==> config.mk <==
export PLATFORM = sky130hd
export DESIGN_NAME = uart_prog_loader_flat
export DESIGN_NICKNAME = d
export VERILOG_FILES = /design/src/rtl/uart_prog_pkg.sv /design/src/rtl/uart_prog_loader_if.sv /design/src/rtl/uart_rx_byte.sv /design/src/rtl/uart_prog_loader.sv /design/src/flat_wrapper.sv
export SDC_FILE = /design/constraint.sdc
export NUM_CORES = 1
export LEC_CHECK = 0
export BUFFER_PORTS_ARGS = -buffer_cell sky130_fd_sc_hd__buf_2
export CAP_MARGIN = 20
export CORE_MARGIN = 2
export CORE_UTILIZATION = 45
export CTS_CLUSTER_SIZE = 28
export DETAILED_ROUTE_END_ITERATION = 10
export PLACE_DENSITY = 0.71
export SLEW_MARGIN = 25
export SYNTH_ARGS = -nofsm -noshare
export SYNTH_HDL_FRONTEND = slang
export SYNTH_SLANG_ARGS = --single-unit
==> constraint.sdc <==
create_clock -name clk -period 4.6 [get_ports clk]
set_input_delay 1.38 -clock clk [delete_from_list [all_inputs] [get_ports clk]]
set_output_delay 1.38 -clock clk [all_outputs]
set_load 0.1 [all_outputs]
==> src/rtl/uart_prog_pkg.sv <==
// Shared types and constants for the UART program loader.
package uart_prog_pkg;

  typedef enum logic [2:0] {
    IDLE,
    START,
    DATA,
    STOP,
    WAIT_HIGH
  } rx_state_t;

  localparam int BYTES_PER_WORD       = 4;
  localparam int DEFAULT_CLKS_PER_BIT = 87;

endpackage

==> src/rtl/uart_prog_loader_if.sv <==
// Instruction-memory write port driven by the program loader.
interface uart_prog_loader_if #(
  parameter int ADDR_W = 10
);
  logic              wr_en;
  logic [ADDR_W-1:0] wr_addr;
  logic [31:0]       wr_data;

  modport master (output wr_en, output wr_addr, output wr_data);
  modport slave  (input  wr_en, input  wr_addr, input  wr_data);
endinterface

==> src/rtl/uart_rx_byte.sv <==
// 8N1 UART byte receiver: input synchronizer, bit-timer and RX FSM.
//
// state     | meaning
// ----------+-----------------------------------------------------------
// IDLE      | line idle, waiting for a falling edge on rs
// START     | half a bit in; confirm start bit is still low (else glitch)
// DATA      | sampling 8 data bits LSB-first at bit centres
// STOP      | sampling stop bit; high = byte valid, low = framing error
// WAIT_HIGH | after a framing error, wait for the line to return high
module uart_rx_byte
  import uart_prog_pkg::*;
#(
  parameter int CLKS_PER_BIT = DEFAULT_CLKS_PER_BIT
) (
  input  logic       clk,
  input  logic       reset,
  input  logic       rxd,
  output logic       byte_valid,
  output logic [7:0] byte_data,
  output logic       frame_err
);

  localparam int TW = $clog2(CLKS_PER_BIT);
  localparam logic [TW-1:0] FULL_TC = TW'(CLKS_PER_BIT - 1);
  localparam logic [TW-1:0] HALF_TC = TW'(CLKS_PER_BIT / 2 - 1);

  logic      rx_meta;
  logic      rs;
  rx_state_t state;
  logic [TW-1:0] timer;
  logic [2:0]    bit_idx;
  logic [7:0]    shreg;

  // Two-flop synchronizer; idle-high so reset does not look like a start bit.
  always_ff @(posedge clk) begin
    if (reset) begin
      rx_meta <= 1'b1;
      rs      <= 1'b1;
    end else begin
      rx_meta <= rxd;
      rs      <= rx_meta;
    end
  end

  // RX FSM; the bit-timer is loaded with its terminal count and counts down to zero.
  always_ff @(posedge clk) begin
    if (reset) begin
      state      <= IDLE;
      timer      <= '0;
      bit_idx    <= '0;
      shreg      <= '0;
      byte_valid <= 1'b0;
      byte_data  <= '0;
      frame_err  <= 1'b0;
    end else begin
      byte_valid <= 1'b0;
      case (state)
        IDLE: begin
          if (!rs) begin
            state <= START;
            timer <= HALF_TC;
          end
        end
        START: begin
          if (timer == '0) begin
            if (!rs) begin
              state   <= DATA;
              timer   <= FULL_TC;
              bit_idx <= '0;
            end else begin
              state <= IDLE;
            end
          end else begin
            timer <= timer - TW'(1);
          end
        end
        DATA: begin
          if (timer == '0) begin
            shreg   <= {rs, shreg[7:1]};
            timer   <= FULL_TC;
            bit_idx <= bit_idx + 3'd1;
            if (bit_idx == 3'd7) state <= STOP;
          end else begin
            timer <= timer - TW'(1);
          end
        end
        STOP: begin
          if (timer == '0) begin
            if (rs) begin
              byte_valid <= 1'b1;
              byte_data  <= shreg;
              state      <= IDLE;
            end else begin
              frame_err <= 1'b1;
              state     <= WAIT_HIGH;
            end
          end else begin
            timer <= timer - TW'(1);
          end
        end
        WAIT_HIGH: begin
          if (rs) state <= IDLE;
        end
        default: state <= IDLE;
      endcase
    end
  end

endmodule

==> src/rtl/uart_prog_loader.sv <==
// Packs received UART bytes little-endian into words, writes them to
// instruction memory and holds the core in reset until the image is loaded.
module uart_prog_loader
  import uart_prog_pkg::*;
#(
  parameter int CLKS_PER_BIT = DEFAULT_CLKS_PER_BIT,
  parameter int PROG_WORDS   = 1024,
  parameter int ADDR_W       = 10
) (
  input  logic                clk,
  input  logic                reset,
  input  logic                rxd,
  uart_prog_loader_if.master  mem,
  output logic                done,
  output logic                core_rst,
  output logic                frame_err
);

  localparam int CW = ADDR_W + 1;
  localparam logic [CW-1:0] LAST_CNT = CW'(PROG_WORDS);
  localparam logic [1:0]    LAST_LANE = 2'(BYTES_PER_WORD - 1);

  logic          byte_valid;
  logic [7:0]    byte_data;
  logic [1:0]    byte_idx;
  logic [23:0]   low_bytes;
  logic [CW-1:0] word_cnt;
  logic          loading;

  uart_rx_byte #(.CLKS_PER_BIT(CLKS_PER_BIT)) u_rx (
    .clk        (clk),
    .reset      (reset),
    .rxd        (rxd),
    .byte_valid (byte_valid),
    .byte_data  (byte_data),
    .frame_err  (frame_err)
  );

  // Gate on the word count rather than done so a byte landing between the
  // last strobe and done rising cannot start a new word.
  assign loading = (word_cnt != LAST_CNT);

  // Word packing and memory write strobe; wr_data only changes on a write.
  always_ff @(posedge clk) begin
    if (reset) begin
      byte_idx    <= '0;
      low_bytes   <= '0;
      word_cnt    <= '0;
      mem.wr_en   <= 1'b0;
      mem.wr_addr <= '0;
      mem.wr_data <= '0;
      done        <= 1'b0;
    end else begin
      mem.wr_en <= 1'b0;
      if (byte_valid && loading) begin
        byte_idx <= byte_idx + 2'd1;
        case (byte_idx)
          2'd0: low_bytes[7:0]   <= byte_data;
          2'd1: low_bytes[15:8]  <= byte_data;
          2'd2: low_bytes[23:16] <= byte_data;
          default: ;
        endcase
        if (byte_idx == LAST_LANE) begin
          mem.wr_en   <= 1'b1;
          mem.wr_data <= {byte_data, low_bytes};
          mem.wr_addr <= word_cnt[ADDR_W-1:0];
          word_cnt    <= word_cnt + CW'(1);
        end
      end
      if (!loading) done <= 1'b1;
    end
  end

  // Core reset follows done by one cycle and is forced high during reset.
  always_ff @(posedge clk) begin
    core_rst <= reset | ~done;
  end

endmodule

==> src/flat_wrapper.sv <==
// flat-port wrapper written by rule: the top's interface ports become plain ports
module uart_prog_loader_flat import uart_prog_pkg::*;
#(
  parameter int CLKS_PER_BIT = DEFAULT_CLKS_PER_BIT,
  parameter int PROG_WORDS   = 1024,
  parameter int ADDR_W       = 10
)
  (clk, reset, rxd, done, core_rst, frame_err, mem_wr_en, mem_wr_addr, mem_wr_data);
  uart_prog_loader_if #(.ADDR_W(ADDR_W)) mem_i ();
  input  logic clk;
  input  logic reset;
  input  logic rxd;
  output logic done;
  output logic core_rst;
  output logic frame_err;
  output wire logic [$bits(mem_i.wr_en)-1:0] mem_wr_en;
  output wire logic [$bits(mem_i.wr_addr)-1:0] mem_wr_addr;
  output wire logic [$bits(mem_i.wr_data)-1:0] mem_wr_data;
  assign mem_wr_en = mem_i.wr_en;
  assign mem_wr_addr = mem_i.wr_addr;
  assign mem_wr_data = mem_i.wr_data;
  uart_prog_loader #(.CLKS_PER_BIT(CLKS_PER_BIT), .PROG_WORDS(PROG_WORDS), .ADDR_W(ADDR_W)) u_core (.clk(clk), .reset(reset), .rxd(rxd), .mem(mem_i), .done(done), .core_rst(core_rst), .frame_err(frame_err));
endmodule
# --- After elaboration in Yosys (flattened, before gate mapping) ---
# Cells that the tools add are included.
word_totals:
  elab_cells: 86
  out_inout_bits: 46
  register_bits: 115
classes:
  addsub: 4
  eq_ne: 18
  n_mux: 21
  bitwise_logic: 6
  n_reduce_logical: 18
ops:
  columns: ["cell", "count"]
  rows:
  - ["7-bit two-way mux", 5]
  - ["3-bit two-way mux", 10]
  - ["7-bit case mux with 4 select lines", 1]
  - ["2-bit != test, second input constant", 8]
  - ["3-bit case mux with 5 select lines", 1]
  - ["11-bit by 1-bit adder with 11-bit output, second input constant", 1]
  - ["11-bit != test, second input constant", 1]
  - ["2-bit AND reduction", 5]
  - ["4-bit AND reduction", 2]
  - ["7-bit logical NOT", 1]
  - ["7-bit by 1-bit subtractor with 7-bit output, second input constant", 1]
  - ["3-bit by 2-bit == test with 1-bit output, second input constant", 2]
  - ["3-bit == test, second input constant", 2]
  - ["3-bit case mux with 2 select lines", 1]
  - ["3-bit AND reduction", 2]
  - ["6-bit AND reduction", 1]
  - ["1-bit NOT", 5]
  - ["2-bit == test, second input constant", 2]
  - ["4-bit nonzero test", 1]
  - ["3-bit by 1-bit adder with 3-bit output, second input constant", 1]
  - ["3-bit by 1-bit == test with 1-bit output, second input constant", 1]
  - ["3-bit logical NOT", 1]
  - ["3-bit != test, second input constant", 1]
  - ["3-bit OR reduction", 1]
  - ["9 further kinds", 10]

# --- Longest topological paths before layout ---
# Gate-level depths: netlist of the first run.
logic_depth:
  word_depth: 4
  depth_mapped: 9
  ltp_nobuf: 6

# --- Hierarchy ---
# A second synthesis of the first run with hierarchy kept.
unflattened:
  cells_unflattened: 506
  area_unflattened_um2: 4888.4
modules_own_cells:
  columns: ["module", "cells_each", "area_per_inst_um2", "seq_area_each_um2", "instances"]
  rows:
  - ["uart_prog_loader", 346, 3316.9, 1641.6, 1]
  - ["uart_rx_byte", 160, 1571.5, 660.6, 1]

# --- Worst setup path before layout of the first run ---
# OpenSTA, ideal clock, no wires.
synth_path:
  path_type: "reg-to-output"
  startpoint: "register u_core.done"
  endpoint: "output port done"
  n_path_buf: 0
  t_required_ps: 3220
  stages_incl_launch_ff: 1
  arrival_time_ps: 940
  slack_ps: 2280
  path_cell_list: "dfxtp_1"
synth_rtl:
  columns: ["item", "line_no", "text"]
  rows:
  - ["start, declared", "uart_prog_loader.sv:14", "output logic done,"]
  - ["start signal, assigned", "uart_prog_loader.sv:52", "done <= 1'b0;"]
  - ["start signal, assigned", "uart_prog_loader.sv:70", "if (!loading) done <= 1'b1;"]
  - ["end, declared", "flat_wrapper.sv:13", "output logic done;"]
# No word-level cell between the ends.

# --- Worst setup path in the final report of the first run ---
layout_path:
  startpoint: "register u_core.mem.wr_data[12]"
  endpoint: "output port mem_wr_data[12]"
layout_rtl:
  columns: ["item", "line_no", "text"]
  rows:
  - ["start, declared", "uart_prog_loader_if.sv:9", "modport master (output wr_en, output wr_addr, output wr_data);"]
  - ["start signal, assigned", "uart_prog_loader.sv:65", "mem.wr_data <= {byte_data, low_bytes};"]
  - ["end, declared", "flat_wrapper.sv:18", "output wire logic [$bits(mem_i.wr_data)-1:0] mem_wr_data;"]
# No word-level cell between the ends.

==> impl_metrics.json, run 1 <==
{
  "cts_root_buffer": "clkbuf_8",
  "status": "completed",
  "instances_no_fill": 696,
  "clock_latency_ps": 520,
  "hpwl_um": 6280,
  "relSlewSlack": 0.427,
  "crit_path_cell_trace": "buf_2",
  "io_buffers": 48,
  "ys_seq_area_frac": 0.495,
  "synth_fp_nets": 523,
  "cp_num_buf_inv": 1,
  "grt.overflow.total": 0,
  "wire_per_inst_um": 14.4,
  "reg2reg_depth": 6,
  "gp_congestion": 0.824,
  "grt_usage": 0.187,
  "synthFlopType": "dfxtp_1",
  "diodes": 0,
  "core_um2": 10200,
  "vias": 3631,
  "grt_use_met1": 0.225,
  "synth_edf_count": 0,
  "whs_path_depth": 1,
  "cts_buffer_depth": 2,
  "ys_ff_latch": 115,
  "hold_viol": 0,
  "min-delay-start": "u_core.done",
  "critPathArrivalTime_ps": 1330,
  "path_max_fanout": 2,
  "busiest_layer": "met2",
  "dp_cells": 664,
  "layout-drive-gt1-share": 0.186,
  "ctsHtreeMaxLevel": 4,
  "p_leak_nw": 2.27,
  "slew_viol_final": 0,
  "clkSinkCount": 115,
  "timing.rr.start": "u_core.u_rx.timer[0]",
  "setup_viol": 0,
  "grt_max_degree": 74,
  "grt_pass1_vias": 3505,
  "drtPass1Iterations": 4,
  "critPathRequiredTime_ps": 3220,
  "r2r_end": "u_core.u_rx.byte_data[6]",
  "post-route-period-util": 0.589,
  "powerDensity_nw_per_um2": 438,
  "cts_buffers": 17,
  "detail_route.iter0.violations": 176,
  "cts_setup_buffers": 0,
  "end_kind": "primary output",
  "clk_pin_slew_ps": 60,
  "die_width_um": 106,
  "fp.dieArea_um2": 11200,
  "antenna_found_initial": 0,
  "critical_path.max_stage_delay_ps": 440,
  "placed_cell_area_um2": 4920,
  "syn-cell-area_um2": 4650,
  "final_cell_area_um2": 5510,
  "syn2layout_area_growth_pct": 18.3,
  "crit_family": "buffers and inverters",
  "met3_usage": 0.0489,
  "fmax_mhz": 369,
  "fill_cells": 915,
  "hold_buffers": 0,
  "die_h_um": 106,
  "grt_pass1_wl_um": 16500,
  "grt_setup_unrepaired": "no",
  "finalClockSkew_ps": 10.1,
  "fin_crit_ps": 2710,
  "cts_resized": 0,
  "avgSynthCellArea_um2": 9.13,
  "drc": 0,
  "num_rows": 37,
  "r2r_slack_ps": 2110,
  "wl_um": 10000,
  "cts_tree": "yes",
  "vias_per_cell": 5.22,
  "hold_path_class": "reg2reg",
  "io-pin-count": 49,
  "min_to": "u_core.core_rst",
  "startpoint_type": "flop",
  "async_flop_share": 0,
  "start_util": 0.457,
  "finalSetupTns_ps": 0,
  "peakVddDrop_v": 0.000183,
  "nNetsFinal": 560,
  "antenna_left": 0,
  "worstSetupPathType": "reg2out",
  "drv_cap": 0,
  "worst_slew_pin_slew_ps": 860,
  "worstSetupStartpoint": "u_core.mem.wr_data[12]",
  "yosysUniqueCellTypes": 48,
  "grtUsageMet2": 0.320,
  "crit_path_top_delay_cell": "buf_2",
  "syn_inst": 510,
  "yosys_warnings": 0
}
-- placed cells by master, fill, tap and decap left out, drive strengths merged, types with 5 or more instances in the layout --
| master | n |
|---|---|
| nor3 | 14 |
| mux2i | 43 |
| nand2 | 93 |
| clkbuf | 17 |
| or3 | 5 |
| buf | 51 |
| inv | 22 |
| xnor2 | 7 |
| dfxtp | 115 |
| clkinv | 5 |
| a21oi | 51 |
| ha | 10 |
| nor2 | 61 |
| nand3 | 6 |
-- layer usage --
metal | wire length [µm] | vias to the layer above
met3 | 349 | 8
met4 | 92 | 0
met2 | 5040 | 63
li1 | - | 1809
met5 | 0 | -
met1 | 4550 | 1751
-- cells by family (layout without fill, tap and decap cells) --
group | Yosys count | count (layout) | share of synthesized area
flops | 115 | 115 | 0.495
buf+inv | 48 | 98 | 0.0484
fa+ha+maj | 10 | 10 | 0.0269
simple gates | 199 | 199 | 0.184
xor+xnor | 8 | 8 | 0.0151
mux | 43 | 43 | 0.0925
compound gates | 87 | 87 | 0.139
-- cells in the mapped netlist, types with 5 or more instances --
library cell,n,area share
ha_1,10,0.027
xnor2_1,7,0.013
clkbuf_1,21,0.017
buf_2,6,0.0065
a21oi_1,42,0.045
nor2_1,61,0.049
a21oi_2,9,0.017
mux2i_1,43,0.092
dfxtp_1,115,0.49
inv_1,15,0.012
buf_6,5,0.012
nand3_1,6,0.0065
nand2_1,93,0.075
nor3_1,14,0.015
-- cell type report --
class | count | area, µm² | area share
clock inverters | 15 | 171 | 0.0311
well taps | 136 | 170 | 0.0309
repair buffers | 51 | 265 | 0.0482
flip-flops and latches | 115 | 2300 | 0.418
clock buffers | 17 | 414 | 0.0752
inverters | 15 | 56.3 | 0.0102
multi-input cells | 347 | 2130 | 0.386
-- sequential cells by signal (all words and copies together) (netlist names), 2 cells and up --
register and cells:
u_core.u_rx.shreg 8, u_core.word_cnt 11, u_core.byte_idx 2, u_core.mem.wr_data 32
u_core.u_rx.bit_idx 3, u_core.low_bytes 24, u_core.u_rx.state 3, u_core.u_rx.timer 7
u_core.u_rx.byte_data 8, u_core.mem.wr_addr 10
-- metrics by stage --
step | utilization | hold slack [ps] | setup slack [ps] | power [W]
6_report | 0.541 | 396 | 1890 | 0.00241
5_1_grt | 0.541 | 421 | 1860 | 0.00248
4_1_cts | 0.541 | 401 | 1870 | 0.00242
3_5_place_dp | 0.483 | 387 | 1800 | 0.00114
3_3_place_gp | 0.483 | 391 | 1830 | 0.00113
2_1_floorplan | - | 389 | 2280 | 0.00111
-- how the worst max path moves through the flow --
stage                     slack, ps  depth (start not counted)                   end
after floorplan                2280                          0                  done
after global placement         1830                          3  u_core.u_rx.timer[6]
after detailed placement       1800                          3  u_core.u_rx.timer[6]
after CTS                      1870                          1       mem_wr_data[12]
after global routing           1860                          1       mem_wr_data[12]
final                          1890                          1       mem_wr_data[12]
-- power breakdown --
part           internal, W  switching, W
logic            0.0000373     0.0000664
clock network     0.000786      0.000509
registers          0.00100    0.00000977
total              0.00183      0.000585
(Power assumes the default switching activity.)
==> run 2: changes to the inputs <==
==> constraint.sdc (replaced) <==
create_clock -name clk -period 2.8 [get_ports clk]
set_input_delay 0.84 -clock clk [delete_from_list [all_inputs] [get_ports clk]]
set_output_delay 0.84 -clock clk [all_outputs]
set_load 0.1 [all_outputs]
==> run 2 against run 1 <==
Clock skew down 1.7 ps. Combinational power up 69%. Sequential cell count unchanged. Critical endpoint is now u_core.mem.wr_addr[7].
==> impl_metrics.json, run 2 (synthesis gave the netlist of run 1 again) <==
{
  "cts_resized": 0,
  "syn2layout_area_growth_pct": 19.0,
  "drtPass1Iterations": 5,
  "core_um2": 10200,
  "detail_route.iter0.violations": 263,
  "fp.dieArea_um2": 11200,
  "nNetsFinal": 563,
  "drv_cap": 0,
  "critPathArrivalTime_ps": 2820,
  "num_rows": 37,
  "dp_cells": 667,
  "vias_per_cell": 5.22,
  "cts_setup_buffers": 0,
  "die_width_um": 106,
  "status": "completed",
  "peakVddDrop_v": 0.000361,
  "gp_congestion": 0.797,
  "die_h_um": 106,
  "cts_buffer_depth": 2,
  "grt_setup_unrepaired": "no",
  "wire_per_inst_um": 14.0,
  "grt_max_degree": 87,
  "hpwl_um": 6110,
  "largest_reg_flops": 32,
  "grt_pass1_vias": 3395,
  "layout-drive-gt1-share": 0.190,
  "end_kind": "flop",
  "grt_usage": 0.182,
  "wl_um": 9790,
  "finalSetupTns_ps": 0,
  "grt_pass1_wl_um": 16200,
  "final_common_cell": "dfxtp_1",
  "slew_viol_final": 0,
  "clock_latency_ps": 510,
  "hold_viol": 0,
  "io_buffers": 48,
  "clkSinkCount": 115,
  "critPathRequiredTime_ps": 3250,
  "p_leak_nw": 2.29,
  "largestRegisters": "u_core.mem.wr_data: 32 flops, u_core.low_bytes: 24 flops, u_core.word_cnt: 11 flops",
  "relSlewSlack": 0.423,
  "instances_no_fill": 699,
  "finalClockSkew_ps": 8.39,
  "hold_buffers": 0,
  "worstSetupPathType": "reg2reg",
  "io-pin-count": 49,
  "setup_viol": 0,
  "ctsHtreeMaxLevel": 4,
  "multi_input_area_um2": 2130,
  "worst_slew_pin_slew_ps": 865,
  "final_cell_mix": "dfxtp_1, nand2_1, nor2_1, buf_2, mux2i_1",
  "fmax_mhz": 421,
  "antenna_left": 0,
  "antenna_found_initial": 0,
  "startpoint_type": "flop",
  "grt.overflow.total": 0,
  "fill_cells": 925,
  "fin_crit_ps": 2380,
  "drc": 0,
  "post-route-period-util": 0.848,
  "largest_register": "u_core.mem.wr_data",
  "start_util": 0.457,
  "cts_root_buffer": "clkbuf_8",
  "diodes": 0,
  "clk_pin_slew_ps": 60,
  "hold_path_class": "reg2reg",
  "vias": 3651,
  "seq_area_um2": 2300,
  "cts_buffers": 17,
  "path_max_fanout": 44,
  "powerDensity_nw_per_um2": 712,
  "cts_tree": "yes"
}
## run 2: changes by cell type in the layout (fill, tap and decap cells not counted)
| cell | previous run | this run |
|---|---|---|
| inv_8 | 1 | 0 |
| inv_6 | 6 | 7 |
| clkinvlp_4 | 1 | 2 |
| buf_12 | 0 | 1 |
| clkinv_4 | 4 | 3 |
| buf_4 | 4 | 6 |
## run 2: final cells by class
type | count | area share
clock buffers | 17 | 0.0748
well taps | 136 | 0.0307
repair buffers | 54 | 0.0542
multi-input cells | 347 | 0.384
inverters | 15 | 0.0102
clock inverters | 15 | 0.0303
flip-flops and latches | 115 | 0.416
## run 2: power by group
| group | total [W] | internal, W | switching, W |
|---|---|---|---|
| logic | 0.000176 | 0.0000679 | 0.000108 |
| clock network | 0.00210 | 0.00129 | 0.000815 |
| registers | 0.00167 | 0.00165 | 0.0000169 |
## run 2: worst paths after layout
check                      from                    end  slack [ps]  cells after the start
max          u_core.word_cnt[0]  u_core.mem.wr_addr[7]         420                      6
min reg2reg         u_core.done        u_core.core_rst         400                      1
min                 u_core.done        u_core.core_rst         400                      1
max reg2reg  u_core.word_cnt[0]  u_core.mem.wr_addr[7]         420                      6
## run 2: worst max-delay path, cell delays in order (launching register included)
cell	delay (ps)
dfxtp_1	410
inv_1	90
ha_1	200
nand2b_1	400
o311a_2	860
nand2_1	190
a21oi_2	150
## run 2: stage by stage
stage	worst slack [ps]	hold slack, ps	cell area, µm²	power (W)	utilization
after floorplan	829	389	4650	0.00183	-
after global placement	524	383	4960	0.00187	0.487
after detailed placement	474	389	4960	0.00187	0.487
after CTS	447	402	5540	0.00396	0.544
after global routing	218	425	5540	0.00406	0.544
final	424	398	5540	0.00394	0.544
## run 2: routing by layer
metal,up-vias,GRT usage,wire (µm),share of wire
li1,1815,-,-,-
met2,74,0.298,4790,0.49
met1,1748,0.226,4480,0.46
met4,0,0.0724,163,0.017
met3,14,0.0513,359,0.037
met5,-,0,0,0
==> run 3: changes to the inputs <==
--- a/config.mk
+++ b/config.mk
@@ -5,13 +5,14 @@
 export SDC_FILE = /design/constraint.sdc
 export NUM_CORES = 1
 export LEC_CHECK = 0
+export ABC_AREA = 1
 export BUFFER_PORTS_ARGS = -buffer_cell sky130_fd_sc_hd__buf_2
 export CAP_MARGIN = 20
 export CORE_MARGIN = 2
 export CORE_UTILIZATION = 45
 export CTS_CLUSTER_SIZE = 28
 export DETAILED_ROUTE_END_ITERATION = 10
-export PLACE_DENSITY = 0.71
+export PLACE_DENSITY = 0.73
 export SLEW_MARGIN = 25
 export SYNTH_ARGS = -nofsm -noshare
 export SYNTH_HDL_FRONTEND = slang
==> constraint.sdc (replaced) <==
create_clock -name clk -period 1.9 [get_ports clk]
set_input_delay 0.57 -clock clk [delete_from_list [all_inputs] [get_ports clk]]
set_output_delay 0.57 -clock clk [all_outputs]
set_load 0.1 [all_outputs]
==> run 3 against run 2 <==
Sequential share of layout area barely moved. Area after synthesis decreased by 1.6%. Setup slack got worse by 380 ps. Die area decreased by 1.5%. Global-route usage increased by 1.1 points. First-iteration DRC count down 8.0%. Worst hold slack worse by 160 ps. Synthesized cell count increased by 18%. Core utilization increased by 2.0 points. Critical endpoint is now mem_wr_data[31]. Largest power group unchanged.
==> impl_metrics.json, run 3 <==
{
  "synth_area_leaders": "dfxtp_1, nand2_1, nor2_1",
  "yosys_warnings": 0,
  "syn_inst": 604,
  "drc": 0,
  "largestRegisters": "u_core.mem.wr_data: 32 flops, u_core.low_bytes: 24 flops, u_core.word_cnt: 11 flops",
  "slew_viol_final": 0,
  "fp.dieArea_um2": 11000,
  "die_h_um": 105,
  "grt.overflow.total": 0,
  "synthFlopType": "dfxtp_1",
  "wl_um": 10300,
  "grt_setup_unrepaired": "yes",
  "num_rows": 36,
  "reg2reg_depth": 9,
  "end_kind": "primary output",
  "worst-path-stages": 1,
  "wire_per_inst_um": 12.7,
  "setup_viol": 0,
  "path_max_fanout": 2,
  "die_width_um": 105,
  "powerDensity_nw_per_um2": 1170,
  "yosysTopAreaCell": "dfxtp_1",
  "hold_buffers": 0,
  "crit_family": "buffers and inverters",
  "avgSynthCellArea_um2": 7.58,
  "ys_seq_area_frac": 0.503,
  "grt_max_degree": 54,
  "yosysUniqueCellTypes": 27,
  "cp_num_buf_inv": 1,
  "worstSetupPathType": "reg2out",
  "vias": 4117,
  "synth_top_area_share": 0.503,
  "status": "completed",
  "final_cell_mix": "nand2_1, dfxtp_1, nor2_1, a21oi_1, o21ai_0",
  "synth.most_common_cell": "nand2_1",
  "hold_path_class": "in2reg",
  "async_flop_share": 0,
  "vias_per_cell": 5.11,
  "finalSetupTns_ps": 0,
  "crit_path_top_delay_cell": "buf_2",
  "nNetsFinal": 674,
  "synth_fp_nets": 617,
  "cts_buffers": 17,
  "instances_no_fill": 805,
  "detail_route.iter0.violations": 242,
  "clk_pin_slew_ps": 50,
  "start_util": 0.466,
  "cts_root_buffer": "clkbuf_8",
  "layout-drive-gt1-share": 0.153,
  "fmax_mhz": 540,
  "p_leak_nw": 2.39,
  "clkSinkCount": 115,
  "finalClockSkew_ps": 7.43,
  "dp_slack_ps": -2.63,
  "io-pin-count": 49,
  "largest_register": "u_core.mem.wr_data",
  "synthTopCellsByCount": "nand2_1, dfxtp_1, nor2_1",
  "clock_latency_ps": 510,
  "cts_setup_buffers": 0,
  "final_common_cell": "nand2_1",
  "critical_path.max_stage_delay_ps": 430,
  "diodes": 0,
  "fin_crit_ps": 1850,
  "cts_buffer_depth": 2,
  "drv_cap": 0,
  "post-route-period-util": 0.974,
  "peakVddDrop_v": 0.000743,
  "relSlewSlack": 0.661,
  "syn-cell-area_um2": 4580,
  "drtPass1Iterations": 5,
  "synth_edf_count": 0,
  "grt_pass1_vias": 3734,
  "largest_reg_flops": 32,
  "cts_tree": "yes",
  "fill_cells": 923,
  "hold_viol": 0,
  "dp_cells": 775,
  "whs_path_depth": 2,
  "fin_ws_ps": 49.2,
  "worst_slew_pin_slew_ps": 508,
  "gp_congestion": 0.900,
  "syn2layout_area_growth_pct": 20.8,
  "critPathRequiredTime_ps": 1330,
  "grt_usage": 0.193,
  "grt_pass1_wl_um": 16900,
  "io_buffers": 48,
  "startpoint_type": "flop",
  "core_um2": 9820,
  "crit_path_cell_trace": "buf_2",
  "critPathArrivalTime_ps": 1280,
  "ctsHtreeMaxLevel": 4,
  "antenna_left": 0,
  "total_power_w": 0.00645,
  "hpwl_um": 6910,
  "antenna_found_initial": 0,
  "ys_ff_latch": 115,
  "hold_slack_ps": 243
}
run 3: worst register-to-register path: cells and delay by family, from the launching register on:
family,cells,cell delay [ps]
AND/OR/NAND/NOR,5,480
buffers and inverters,2,450
flip-flops,1,340
adder cells (fa/ha/maj),1,190
AO/OA/AOI/OAI,1,170
run 3: path summary, 6_finish.rpt:
| check | from | end | slack, ps |
|---|---|---|---|
| max | u_core.mem.wr_data[31] | mem_wr_data[31] | 50 |
| min | rxd | u_core.u_rx.rx_meta | 240 |
| max reg2reg | u_core.word_cnt[0] | u_core.mem.wr_data[18] | 210 |
| min reg2reg | u_core.u_rx.rx_meta | u_core.u_rx.rs | 410 |
run 3: where the power goes:
group	switching [W]	internal (W)
registers	0.000129	0.00255
clock network	0.00101	0.00181
logic	0.000607	0.000341
total	0.00175	0.00470
run 3: final cells by class:
type	instances	area, µm²	share of cell area
repair buffers	63	398	0.0719
clock buffers	24	470	0.0850
flip-flops and latches	115	2300	0.416
well taps	133	166	0.0301
inverters	30	115	0.0208
clock inverters	6	55.1	0.00995
multi-input cells	434	2030	0.366
run 3: repair_timing:
action | in CTS | in global routing
cloned | 0 | 0
pin swaps | 0 | 0
setup endpoints to repair | 3 | 28
gates resized for setup | 1 | 17
run 3: cell families (layout without fill, tap and decap cells):
family | after synthesis | count (layout) | synth area share
buffers and inverters | 55 | 123 | 0.0576
flip-flops | 115 | 115 | 0.503
AO/OA/AOI/OAI | 127 | 127 | 0.140
XOR/XNOR | 11 | 11 | 0.0210
AND/OR/NAND/NOR | 286 | 286 | 0.251
adder cells (fa/ha/maj) | 10 | 10 | 0.0273
run 3: per-layer routing:
metal  vias to the layer above  track usage  routed length, µm
met2                       102        0.322               5020
met3                        23       0.0724                549
met5                         -            0                  0
met4                         0       0.0819                220
li1                       2063            -                  -
met1                      1929        0.222               4470
run 3: through the flow:
step	util	cell area [µm²]
3_3_place_gp	0.505	4960
2_1_floorplan	-	4580
3_5_place_dp	0.505	4960
4_1_cts	0.559	5490
5_1_grt	0.563	5530
6_report	0.563	5530
